===== src/rtl/corr_pkg.sv =====
// Shared types and record layout for the corr_capture response-capture block.
package corr_pkg;

  localparam int TOG_W    = 8;
  localparam int SETTLE_W = 4;

  typedef enum logic [2:0] {
    S_IDLE   = 3'd0,
    S_WAIT_A = 3'd1,
    S_ARMED  = 3'd2,
    S_WAIT_B = 3'd3,
    S_PUSH   = 3'd4
  } corr_state_e;

  // Width needed to hold a popcount of 0..out_size.
  function automatic int cw_of(input int out_size);
    return $clog2(out_size + 1);
  endfunction

  // Record layout, LSB first: toggles, hd, hw_b, hw_a, sim_id.
  function automatic int hd_lsb(input int cw);
    return TOG_W;
  endfunction

  function automatic int hwb_lsb(input int cw);
    return TOG_W + cw;
  endfunction

  function automatic int hwa_lsb(input int cw);
    return TOG_W + 2 * cw;
  endfunction

  function automatic int id_lsb(input int cw);
    return TOG_W + 3 * cw;
  endfunction

  function automatic int rec_w(input int idx_w, input int cw);
    return idx_w + 3 * cw + TOG_W;
  endfunction

endpackage


===== src/rtl/corr_rec_if.sv =====
// Record drain port of corr_capture: valid/ready plus the record fields.
interface corr_rec_if #(
  parameter int IDX_W = 8,
  parameter int CW    = 4
);
  import corr_pkg::*;

  logic             rec_valid;
  logic             rec_ready;
  logic [IDX_W-1:0] rec_sim_id;
  logic [CW-1:0]    rec_hw_a;
  logic [CW-1:0]    rec_hw_b;
  logic [CW-1:0]    rec_hd;
  logic [TOG_W-1:0] rec_toggles;

  modport master (
    output rec_valid, rec_sim_id, rec_hw_a, rec_hw_b, rec_hd, rec_toggles,
    input  rec_ready
  );

  modport slave (
    input  rec_valid, rec_sim_id, rec_hw_a, rec_hw_b, rec_hd, rec_toggles,
    output rec_ready
  );
endinterface


===== src/rtl/corr_popcount.sv =====
// Combinational population count of a W-bit vector.
module corr_popcount
  import corr_pkg::*;
#(
  parameter int W  = 8,
  parameter int CW = cw_of(W)
) (
  input  logic [W-1:0]  din,
  output logic [CW-1:0] cnt
);

  always_comb begin
    // NOTE: combinational logic uses blocking assignments and gives every output a default first, so no latch is inferred.
    cnt = '0;
    for (int i = 0; i < W; i++) begin
      cnt = cnt + CW'(din[i]);
    end
  end

endmodule


===== src/rtl/corr_capture.sv =====
// Captures DUT output after vectors A and B, logs popcounts/distance into a FWFT FIFO.
// Optional toggle counting is enabled with `define CORR_TOGGLE_EN.
module corr_capture
  import corr_pkg::*;
#(
  parameter int OUT_SIZE   = 8,
  parameter int IDX_W      = 8,
  parameter int SETTLE_CYC = 1,
  parameter int FIFO_DEPTH = 4
) (
  input  logic                clk,
  input  logic                rst_n,
  input  logic [OUT_SIZE-1:0] dut_out,
  input  logic                begin_sim,
  input  logic                end_sim,
  corr_rec_if.master          rec,
  output logic                busy,
  output logic                proto_err,
  output logic                overflow
);

  localparam int CW = cw_of(OUT_SIZE);
  localparam int RW = rec_w(IDX_W, CW);
  localparam int AW = $clog2(FIFO_DEPTH);
  localparam logic [SETTLE_W-1:0] SETTLE_LD = SETTLE_W'(SETTLE_CYC);

  // Reset asserts asynchronously and releases two clocks after rst_n rises.
  logic [1:0] rst_sync;
  logic       rst_i_n;

  always_ff @(posedge clk or negedge rst_n) begin
    // NOTE: clocked state always uses non-blocking assignments so every flop sees pre-edge values.
    if (!rst_n) rst_sync <= 2'b00;
    else        rst_sync <= {rst_sync[0], 1'b1};
  end
  assign rst_i_n = rst_sync[1];

  corr_state_e           state, state_n;
  logic [SETTLE_W-1:0]   cnt, cnt_n;
  logic [OUT_SIZE-1:0]   reg_a, reg_b;
  logic [IDX_W-1:0]      sim_id;
  logic                  samp_a, samp_b, push, win_start, err_set;
  logic                  beg, endv;

  assign beg  = begin_sim & ~end_sim;
  assign endv = end_sim & ~begin_sim;

  always_comb begin
    state_n   = state;
    cnt_n     = cnt;
    samp_a    = 1'b0;
    samp_b    = 1'b0;
    push      = 1'b0;
    win_start = 1'b0;
    err_set   = begin_sim & end_sim;
    unique case (state)
      S_IDLE: begin
        if (beg)       win_start = 1'b1;
        else if (endv) err_set   = 1'b1;
      end
      S_WAIT_A: begin
        if (beg) begin
          err_set   = 1'b1;
          win_start = 1'b1;
        end else begin
          if (endv) err_set = 1'b1;
          if (cnt == '0) begin
            samp_a  = 1'b1;
            state_n = S_ARMED;
          end else begin
            cnt_n = cnt - 1'b1;
          end
        end
      end
      S_ARMED: begin
        if (beg) begin
          err_set   = 1'b1;
          win_start = 1'b1;
        end else if (endv) begin
          state_n = S_WAIT_B;
          cnt_n   = SETTLE_LD;
        end
      end
      S_WAIT_B: begin
        if (beg) begin
          err_set   = 1'b1;
          win_start = 1'b1;
        end else if (cnt == '0) begin
          samp_b  = 1'b1;
          state_n = S_PUSH;
        end else begin
          cnt_n = cnt - 1'b1;
        end
      end
      S_PUSH: begin
        push    = 1'b1;
        state_n = S_IDLE;
        if (beg)       win_start = 1'b1;
        else if (endv) err_set   = 1'b1;
      end
      default: state_n = S_IDLE;
    endcase
    if (win_start) begin
      state_n = S_WAIT_A;
      cnt_n   = SETTLE_LD;
    end
  end

  always_ff @(posedge clk or negedge rst_i_n) begin
    if (!rst_i_n) begin
      state     <= S_IDLE;
      cnt       <= '0;
      reg_a     <= '0;
      reg_b     <= '0;
      sim_id    <= '0;
      proto_err <= 1'b0;
    end else begin
      state <= state_n;
      cnt   <= cnt_n;
      if (samp_a)  reg_a     <= dut_out;
      if (samp_b)  reg_b     <= dut_out;
      if (push)    sim_id    <= sim_id + 1'b1;
      if (err_set) proto_err <= 1'b1;
    end
  end

  assign busy = (state != S_IDLE);

  logic [CW-1:0] hw_a, hw_b, hd;

  corr_popcount #(.W(OUT_SIZE), .CW(CW)) u_pc_a  (.din(reg_a),         .cnt(hw_a));
  corr_popcount #(.W(OUT_SIZE), .CW(CW)) u_pc_b  (.din(reg_b),         .cnt(hw_b));
  corr_popcount #(.W(OUT_SIZE), .CW(CW)) u_pc_hd (.din(reg_a ^ reg_b), .cnt(hd));

  logic [TOG_W-1:0] tog_val;

`ifdef CORR_TOGGLE_EN
  logic [OUT_SIZE-1:0] prev_out;
  logic [TOG_W-1:0]    tog_cnt;
  logic                changed;

  assign changed = (dut_out != prev_out);

  always_ff @(posedge clk or negedge rst_i_n) begin
    if (!rst_i_n) begin
      prev_out <= '0;
      tog_cnt  <= '0;
    end else begin
      prev_out <= dut_out;
      if (win_start)
        tog_cnt <= TOG_W'(changed);
      else if ((state inside {S_WAIT_A, S_ARMED, S_WAIT_B}) && changed && (tog_cnt != '1))
        tog_cnt <= tog_cnt + 1'b1;
    end
  end
  assign tog_val = tog_cnt;
`else
  assign tog_val = '0;
`endif

  // Record FIFO: extra pointer bit distinguishes full from empty.
  logic [RW-1:0] mem [FIFO_DEPTH];
  logic [RW-1:0] rec_word, head, hold;
  logic [AW:0]   wr_ptr, rd_ptr;
  logic          empty, full, pop, wr_en, drop;

  assign rec_word = {sim_id, hw_a, hw_b, hd, tog_val};
  assign empty    = (wr_ptr == rd_ptr);
  assign full     = (wr_ptr[AW] != rd_ptr[AW]) && (wr_ptr[AW-1:0] == rd_ptr[AW-1:0]);
  assign pop      = !empty && rec.rec_ready;
  assign wr_en    = push && (!full || pop);
  assign drop     = push && full && !pop;

  always_ff @(posedge clk) begin
    // NOTE: storage array is not reset; only pointers and the hold register carry reset state.
    if (wr_en) mem[wr_ptr[AW-1:0]] <= rec_word;
  end

  always_ff @(posedge clk or negedge rst_i_n) begin
    if (!rst_i_n) begin
      wr_ptr   <= '0;
      rd_ptr   <= '0;
      hold     <= '0;
      overflow <= 1'b0;
    end else begin
      if (wr_en) wr_ptr <= wr_ptr + 1'b1;
      if (pop) begin
        rd_ptr <= rd_ptr + 1'b1;
        hold   <= mem[rd_ptr[AW-1:0]];
      end
      if (drop) overflow <= 1'b1;
    end
  end

  // When empty, fields keep showing the most recently popped record.
  assign head            = empty ? hold : mem[rd_ptr[AW-1:0]];
  assign rec.rec_valid   = !empty;
  assign rec.rec_sim_id  = head[id_lsb(CW)  +: IDX_W];
  assign rec.rec_hw_a    = head[hwa_lsb(CW) +: CW];
  assign rec.rec_hw_b    = head[hwb_lsb(CW) +: CW];
  assign rec.rec_hd      = head[hd_lsb(CW)  +: CW];
  assign rec.rec_toggles = head[0 +: TOG_W];

endmodule

===== src/flat_wrapper.sv =====
// flat-port wrapper written by rule: the top's interface ports become plain ports
module corr_capture_flat import corr_pkg::*;
#(
  parameter int OUT_SIZE   = 8,
  parameter int IDX_W      = 8,
  parameter int SETTLE_CYC = 1,
  parameter int FIFO_DEPTH = 4
)
  (clk, rst_n, dut_out, begin_sim, end_sim, busy, proto_err, overflow, rec_rec_valid, rec_rec_sim_id, rec_rec_hw_a, rec_rec_hw_b, rec_rec_hd, rec_rec_toggles, rec_rec_ready);
  corr_rec_if #(.IDX_W(IDX_W)) rec_i ();
  input  logic clk;
  input  logic rst_n;
  input  logic [OUT_SIZE-1:0] dut_out;
  input  logic begin_sim;
  input  logic end_sim;
  output logic busy;
  output logic proto_err;
  output logic overflow;
  output wire logic [$bits(rec_i.rec_valid)-1:0] rec_rec_valid;
  output wire logic [$bits(rec_i.rec_sim_id)-1:0] rec_rec_sim_id;
  output wire logic [$bits(rec_i.rec_hw_a)-1:0] rec_rec_hw_a;
  output wire logic [$bits(rec_i.rec_hw_b)-1:0] rec_rec_hw_b;
  output wire logic [$bits(rec_i.rec_hd)-1:0] rec_rec_hd;
  output wire logic [$bits(rec_i.rec_toggles)-1:0] rec_rec_toggles;
  input wire logic [$bits(rec_i.rec_ready)-1:0] rec_rec_ready;
  assign rec_rec_valid = rec_i.rec_valid;
  assign rec_rec_sim_id = rec_i.rec_sim_id;
  assign rec_rec_hw_a = rec_i.rec_hw_a;
  assign rec_rec_hw_b = rec_i.rec_hw_b;
  assign rec_rec_hd = rec_i.rec_hd;
  assign rec_rec_toggles = rec_i.rec_toggles;
  assign rec_i.rec_ready = rec_rec_ready;
  corr_capture #(.OUT_SIZE(OUT_SIZE), .IDX_W(IDX_W), .SETTLE_CYC(SETTLE_CYC), .FIFO_DEPTH(FIFO_DEPTH)) u_core (.clk(clk), .rst_n(rst_n), .dut_out(dut_out), .begin_sim(begin_sim), .end_sim(end_sim), .rec(rec_i), .busy(busy), .proto_err(proto_err), .overflow(overflow));
endmodule

===== config.mk =====
export PLATFORM = sky130hd
export DESIGN_NAME = corr_capture_flat
export DESIGN_NICKNAME = d
export VERILOG_FILES = /design/src/rtl/corr_pkg.sv /design/src/rtl/corr_rec_if.sv /design/src/rtl/corr_popcount.sv /design/src/rtl/corr_capture.sv /design/src/flat_wrapper.sv
export SDC_FILE = /design/constraint.sdc
export NUM_CORES = 1
export LEC_CHECK = 0
export CAP_MARGIN = 15
export CORE_ASPECT_RATIO = 1.2
export CORE_MARGIN = 3
export CORE_UTILIZATION = 45
export DETAILED_ROUTE_END_ITERATION = 10
export PLACE_DENSITY = 0.67
export SLEW_MARGIN = 20
export SYNTH_ARGS = -nofsm -noshare
export SYNTH_HDL_FRONTEND = slang
export SYNTH_SLANG_ARGS = --single-unit

===== constraint.sdc =====
create_clock -name clk -period 3.5 [get_ports clk]
set_clock_uncertainty 0.2 [all_clocks]
set_input_delay 0.7 -clock clk [delete_from_list [all_inputs] [get_ports clk]]
set_output_delay 0.7 -clock clk [all_outputs]
set_load 0.02 [all_outputs]

Word-level counts from Yosys, hierarchy flattened --
Memories as Yosys holds them, arrays and structs flattened. Cells that the tools add are included. W data, S select, Z words.
Storage, ports and cells: register bits 69, bits of input ports 13, memories 1, bits in writable memories 80
Memory list:
- u_core.mem | words 4, bits a word 20, read ports 1, clocked after memory_dff 0, write ports 1, RTL line corr_capture.sv:162 | logic [RW-1:0] mem [FIFO_DEPTH];
Operators by class: add/sub/neg operators 25, bitwise operators 6, equality and inequality tests 16, reduce and logical (&&, ||, !) cells 19, mux-type cells 29
Operators by type and width (count):
- $add A4 B1 Y4 | 12
- $mux W28 | 1
- $mux W3 | 7
- $mux W4 | 5
- $ne A3 B2 Y1 const B | 5
- $mux W1 | 13
- $add A3 B1 Y4 | 3
- $pmux W3 S4 | 1
- $add A2 B1 Y3 | 3
- $ne A3 B1 Y1 const B | 3
- $add A8 B1 Y8 const B | 1
- $pmux W4 S2 | 1
- $xor A8 B8 Y8 | 1
- $reduce_and A7 Y1 | 1
- $add A1 B1 Y2 | 3
- $add A3 B1 Y3 const B | 2
- $eq A3 B2 Y1 const B | 2
- $reduce_bool A3 Y1 | 2
- $reduce_or A2 Y1 | 3
- $logic_and A1 B1 Y1 | 5
- $reduce_and A5 Y1 | 1
- $reduce_or A5 Y1 | 1
- $logic_not A4 Y1 | 1
- $sub A4 B1 Y4 const B | 1
- other kinds (12) | 17

Logic depth before layout (Yosys ltp) --
word-level depth 8, gate-level depth with buffers 10

Cells and area by module --
From an unflattened synthesis, not the netlist that was laid out.
Second synthesis, totals: cell total of the unflattened synthesis 404, area total of the unflattened synthesis 6552.5 um^2
Modules (own cells, without submodules):
- corr_capture | cells an instance 338, area an instance 5974.5 um^2, instances 1
- corr_popcount | cells an instance 22, area an instance 192.7 um^2, instances 3

Worst setup path after synthesis --
No wires, ideal clock.
kind flip-flop to flip-flop, start point register u_core.reg_a[0], end point memory u_core.mem[0][2] (netlist bit) (data pin), data arrival time 2.896 ns, slack 0.132 ns, stages on the path, launching flop included 11, setup time 0.272 ns, data required time 3.028 ns, period minus slack after synthesis 3.368 ns, cell sequence dfrtp_1 > xor2_1 > fa_1 > fa_1 > inv_1 > fa_1 > inv_1 > ha_1 > inv_1 > fa_1 > xnor2_1
On the way: word-level cells in the longest chain between the ends 8
Ends and longest elaborated chain:
- start, declared | RTL line corr_capture.sv:40 | logic [OUT_SIZE-1:0] reg_a, reg_b;
- start signal, assigned | RTL line corr_capture.sv:120 | if (samp_a) reg_a <= dut_out;
- $xor A8 B8 Y8 | RTL line corr_capture.sv:133 | corr_popcount #(.W(OUT_SIZE), .CW(CW)) u_pc_hd (.din(reg_a ^ reg_b), .cnt(hd));
- $add A1 B1 Y2 | RTL line corr_popcount.sv:16 | cnt = cnt + CW'(din[i]);
- $add A2 B1 Y3 | RTL line corr_popcount.sv:16
- $add A3 B1 Y4 | RTL line corr_popcount.sv:16
- $add A4 B1 Y4 (4 in a row) | RTL line corr_popcount.sv:16
- named net u_core.hd[2] | RTL line corr_capture.sv:129 | logic [CW-1:0] hw_a, hw_b, hd;
- end, declared | RTL line corr_capture.sv:162
The timed path passes the listed nets, and every way through them passes these cells.

Worst setup path in the final report --
start point register u_core.reg_b[1], end point memory u_core.mem[0][5] (netlist bit) (data pin)
On the way: word-level cells in the longest chain between the ends 7
Ends and longest elaborated chain:
- start, declared | RTL line corr_capture.sv:40
- start signal, assigned | RTL line corr_capture.sv:121 | if (samp_b) reg_b <= dut_out;
- $add A1 B1 Y2 | RTL line corr_popcount.sv:16
- $add A2 B1 Y3 | RTL line corr_popcount.sv:16
- $add A3 B1 Y4 | RTL line corr_popcount.sv:16
- $add A4 B1 Y4 (4 in a row) | RTL line corr_popcount.sv:16
- named net u_core.hw_b[1] | RTL line corr_capture.sv:129
The timed path passes the listed nets, and every way through them passes these cells.

==> metrics.txt <==
# TYPE chip_impl_metric gauge
chip_impl_info{name="reg2reg_to",value="u_core.mem[0][5]$_DFFE_PP_"} 1
chip_impl_metric{name="area.growth.synth_to_final",unit="%"} 18.9
chip_impl_metric{name="timing.final.hold_violations",unit=""} 0
chip_impl_metric{name="die_y",unit="microns"} 137
chip_impl_metric{name="arrival",unit="ns"} 3.32
chip_impl_metric{name="cts_num_sinks",unit=""} 141
chip_impl_metric{name="crit_fanout",unit=""} 4
chip_impl_metric{name="post-route-min-period",unit="ns"} 3.37
chip_impl_metric{name="groute.layer.met3.usage",unit="%"} 4.07
chip_impl_metric{name="slew_viol_final",unit=""} 0
chip_impl_metric{name="worstPathRequired",unit="ns"} 3.45
chip_impl_metric{name="drv.max_cap_violation_count",unit=""} 0
chip_impl_metric{name="ff2ff_path_depth",unit=""} 10
chip_impl_info{name="tritoncts",value="built"} 1
chip_impl_metric{name="pin_count",unit=""} 45
chip_impl_metric{name="first_global_vias",unit=""} 3459
chip_impl_metric{name="num_vias",unit=""} 3206
chip_impl_info{name="timing_worst_setup_path_type",value="flip-flop to flip-flop"} 1
chip_impl_metric{name="gr-usage-all-layers",unit="%"} 14.8
chip_impl_metric{name="die_width",unit="microns"} 115
chip_impl_info{name="cts_root_buffer",value="sky130_fd_sc_hd__clkbuf_16"} 1
chip_impl_metric{name="synth_area",unit="sq mm"} 0.00645
chip_impl_metric{name="cts_buffer_depth",unit=""} 2
chip_impl_metric{name="drive_gt1_share",unit="%"} 30.9
chip_impl_metric{name="post_synth.cell_area_avg",unit="sq um"} 16.4
chip_impl_metric{name="postSynthRegisterBits",unit=""} 141
chip_impl_metric{name="grt_pass1_wl",unit="microns"} 17700
chip_impl_metric{name="cts_made_buffers",unit=""} 17
chip_impl_info{name="top_usage_layer",value="met2"} 1
chip_impl_metric{name="grt_antenna_before_repair",unit=""} 0
chip_impl_metric{name="detail_route.vias_per_cell",unit=""} 5.08
chip_impl_metric{name="layout.core_utilization",unit="%"} 55.0
chip_impl_metric{name="synth.yosys.seq_area_share",unit="%"} 60.9
chip_impl_metric{name="grt_max_degree",unit=""} 29
chip_impl_metric{name="synthesized_netlist_cell_count",unit=""} 393
chip_impl_metric{name="cts_hold_repair.buffers",unit=""} 0
chip_impl_metric{name="reg2reg_slack",unit="ns"} 0.13
chip_impl_metric{name="buffer_ports.inserted",unit=""} 36
chip_impl_metric{name="rows",unit=""} 47
chip_impl_metric{name="nNetsFinal",unit=""} 488
chip_impl_metric{name="synth_top_cell_area_share",unit="%"} 37.3
chip_impl_metric{name="clock_latency",unit="ns"} 0.41
chip_impl_info{name="synth_area_leaders",value="sky130_fd_sc_hd__edfxtp_1 (37%), sky130_fd_sc_hd__dfrtp_1 (24%), sky130_fd_sc_hd__mux2_2 (10%), sky130_fd_sc_hd__mux4_2 (7.0%), sky130_fd_sc_hd__fa_1 (3.7%)"} 1
chip_impl_metric{name="initial_utilization",unit="%"} 46.3
chip_impl_metric{name="wire_per_inst",unit="microns"} 16.7
chip_impl_metric{name="number_of_cells_in_the_finished_layout_apart_from_fillers",unit=""} 631
chip_impl_metric{name="final.period_utilization",unit="%"} 96.4
chip_impl_metric{name="detailedRoute.firstIterationViolations",unit=""} 175
chip_impl_metric{name="core-area",unit="sq mm"} 0.0139
chip_impl_metric{name="dp_hpwl",unit="microns"} 7190
chip_impl_metric{name="cts_max_level",unit=""} 4
chip_impl_metric{name="clk_transition_reported_paths",unit="ns"} 0.06
chip_impl_info{name="cp-end-kind",value="flip-flop"} 1
chip_impl_metric{name="gp_routability_congestion",unit=""} 0.767
chip_impl_info{name="run_status",value="completed"} 1
chip_impl_metric{name="timing.max_slew.rel_slack",unit="%"} 62.9
chip_impl_metric{name="route.detailed.drc",unit=""} 0
chip_impl_metric{name="netlist-cell-type-count",unit=""} 43
chip_impl_metric{name="routed_wl",unit="microns"} 10600
chip_impl_info{name="yosysTopAreaCell",value="sky130_fd_sc_hd__edfxtp_1"} 1
chip_impl_metric{name="tightest_slew",unit="ns"} 0.554
chip_impl_metric{name="fmaxAchievable",unit="MHz"} 296
chip_impl_info{name="worstSetupStartpointType",value="flip-flop"} 1
chip_impl_metric{name="yosys_warnings",unit=""} 0
chip_impl_metric{name="die-area",unit="sq mm"} 0.0158
chip_impl_metric{name="detailedRoute.firstPassIterationCount",unit=""} 4
chip_impl_metric{name="grt_util_met2",unit="%"} 25.4
chip_impl_metric{name="dp_cells",unit=""} 597
chip_impl_metric{name="ant_nets",unit=""} 0
chip_impl_metric{name="global_route.usage.met1",unit="%"} 18.2
chip_impl_metric{name="grt_remaining_overflow",unit=""} 0
chip_impl_info{name="critical_path.reg2reg.startpoint",value="u_core.reg_b[1]$_DFFE_PN0P_"} 1
chip_impl_info{name="crit_path_start",value="u_core.reg_b[1]$_DFFE_PN0P_"} 1
chip_impl_metric{name="finalSetupViolations",unit=""} 0
chip_impl_info{name="kind_of_path_behind_the_tightest_hold_check",value="flip-flop to async pin"} 1
chip_impl_metric{name="antennaDiodeCount",unit=""} 0
## worst max path at each step
| stage | slack, ns | cells past startpoint | endpoint |
|---|---|---|---|
| after detailed placement | -0.07 | 10 | u_core.mem[0][2]$_DFFE_PP_ |
| after global placement | 0.09 | 10 | u_core.mem[0][2]$_DFFE_PP_ |
| final | 0.13 | 10 | u_core.mem[0][5]$_DFFE_PP_ |
| after global routing | -0.004 | 10 | u_core.mem[1][1]$_DFFE_PP_ |
| after floorplan | 0.13 | 10 | u_core.mem[0][2]$_DFFE_PP_ |
| after CTS | 0.004 | 10 | u_core.mem[2][2]$_DFFE_PP_ |
## layout make-up
class                   count  area (sq um)
fillers                  1117          6270
clock buffers              20           447
clock inverters            12           169
repair buffers             50           490
multi-input cells         198          2270
well taps                 171           214
inverters                  39           146
flip-flops and latches    141          3930
## synthesized netlist by cell type (all sizes together)
| cell | instances |
|---|---|
| xnor2 | 17 |
| and4bb | 1 |
| ha | 16 |
| fa | 12 |
| a211oi | 2 |
| nor2 | 3 |
| nor3b | 1 |
| clkbuf | 1 |
| conb | 2 |
| and4b | 1 |
| mux2 | 59 |
| a21oi | 6 |
| and4 | 1 |
| edfxtp | 80 |
| o21ai | 3 |
| a41o | 1 |
| nor2b | 5 |
| nand4 | 2 |
| nor4b | 1 |
| nand3 | 5 |
| or2 | 1 |
| and2b | 1 |
| nand2 | 3 |
| xor2 | 11 |
| inv | 39 |
| o41a | 1 |
| or3 | 2 |
| and3 | 2 |
| dfrtp | 61 |
| a221o | 2 |
| nor3 | 5 |
| and2 | 4 |
| nand3b | 1 |
| buf | 21 |
| mux4 | 20 |
## layout by cell type, fill, tap and decap left out, drive strengths merged, types with 3 or more instances in the layout
cell type	Yosys	routed
clkinv	0	7
mux4	20	20
nand3	5	5
nor2	3	3
edfxtp	80	80
ha	16	16
nor2b	5	5
fa	12	12
mux2	59	59
dfrtp	61	61
xor2	11	11
bufinv	0	4
clkbuf	1	20
nor3	5	5
buf	21	14
clkdlybuf4s50	0	36
a21oi	6	6
o21ai	3	3
nand2	3	3
conb	2	9
xnor2	17	17
inv	39	39
and2	4	4
## worst max-delay path, cell delays in order (launching register included)
cell                      delay, ns
sky130_fd_sc_hd__dfrtp_1       0.41
sky130_fd_sc_hd__buf_4         0.16
sky130_fd_sc_hd__inv_1         0.08
sky130_fd_sc_hd__fa_1          0.45
sky130_fd_sc_hd__fa_1          0.52
sky130_fd_sc_hd__fa_1          0.41
sky130_fd_sc_hd__inv_1         0.06
sky130_fd_sc_hd__ha_1          0.17
sky130_fd_sc_hd__inv_1         0.07
sky130_fd_sc_hd__fa_1          0.50
sky130_fd_sc_hd__inv_1         0.09
## repair_timing
action                                  in CTS  in global routing
pin swaps                                    1                  4
endpoints found under the setup margin       4                 16
hold endpoints to repair                     0                  0
buffers inserted                             1                  1
resized for setup                            2                  7
## flip-flops by register name (all words and copies together), names as in the netlist
| register | flops |
|---|---|
| u_core.sim_id | 8 |
| u_core.mem | 80 |
| u_core.reg_a | 8 |
| u_core.wr_ptr | 3 |
| u_core.reg_b | 8 |
| u_core.state | 3 |
| u_core.hold | 20 |
| u_core.overflow | 1 |
| u_core.cnt | 4 |
| u_core.proto_err | 1 |
| u_core.rd_ptr | 3 |
| u_core.rst_sync | 2 |
## routing by layer
metal	up-vias	wire (microns)
li1	1504	-
met1	1659	4410
met2	34	5740
met3	9	281
met4	0	121
met5	-	0
## per-stage QoR
stage,hold WS [ns],instance area [sq um],setup WS [ns],setup TNS (ns)
floorplan,0.131,6470,0.132,0
detailed placement,0.0622,6990,-0.0661,-0.264
finish,0.0465,7670,0.127,0
global route,0.0784,7670,-0.00403,-0.0153
global placement,0.136,6970,0.0887,0
CTS,0.0634,7630,0.00432,0
## cells by family (layout without fill, tap and decap cells)
group                      count (synthesis)  after routing  share of synthesized area [%]
other                                      2              9                          0.116
muxes                                     79             79                           17.3
xor gates and xnor gates                  28             28                           3.80
AOI/OAI and AO/OA                         15             15                           1.98
DFF                                      141            141                           60.9
and+or+nand+nor                           39             39                           4.13
adders and majority gates                 28             28                           6.83
buffers and inverters                     61            121                           4.91
Power is not shown: default switching activity piles up to over one toggle a cycle in this logic, so the estimate is an artifact.
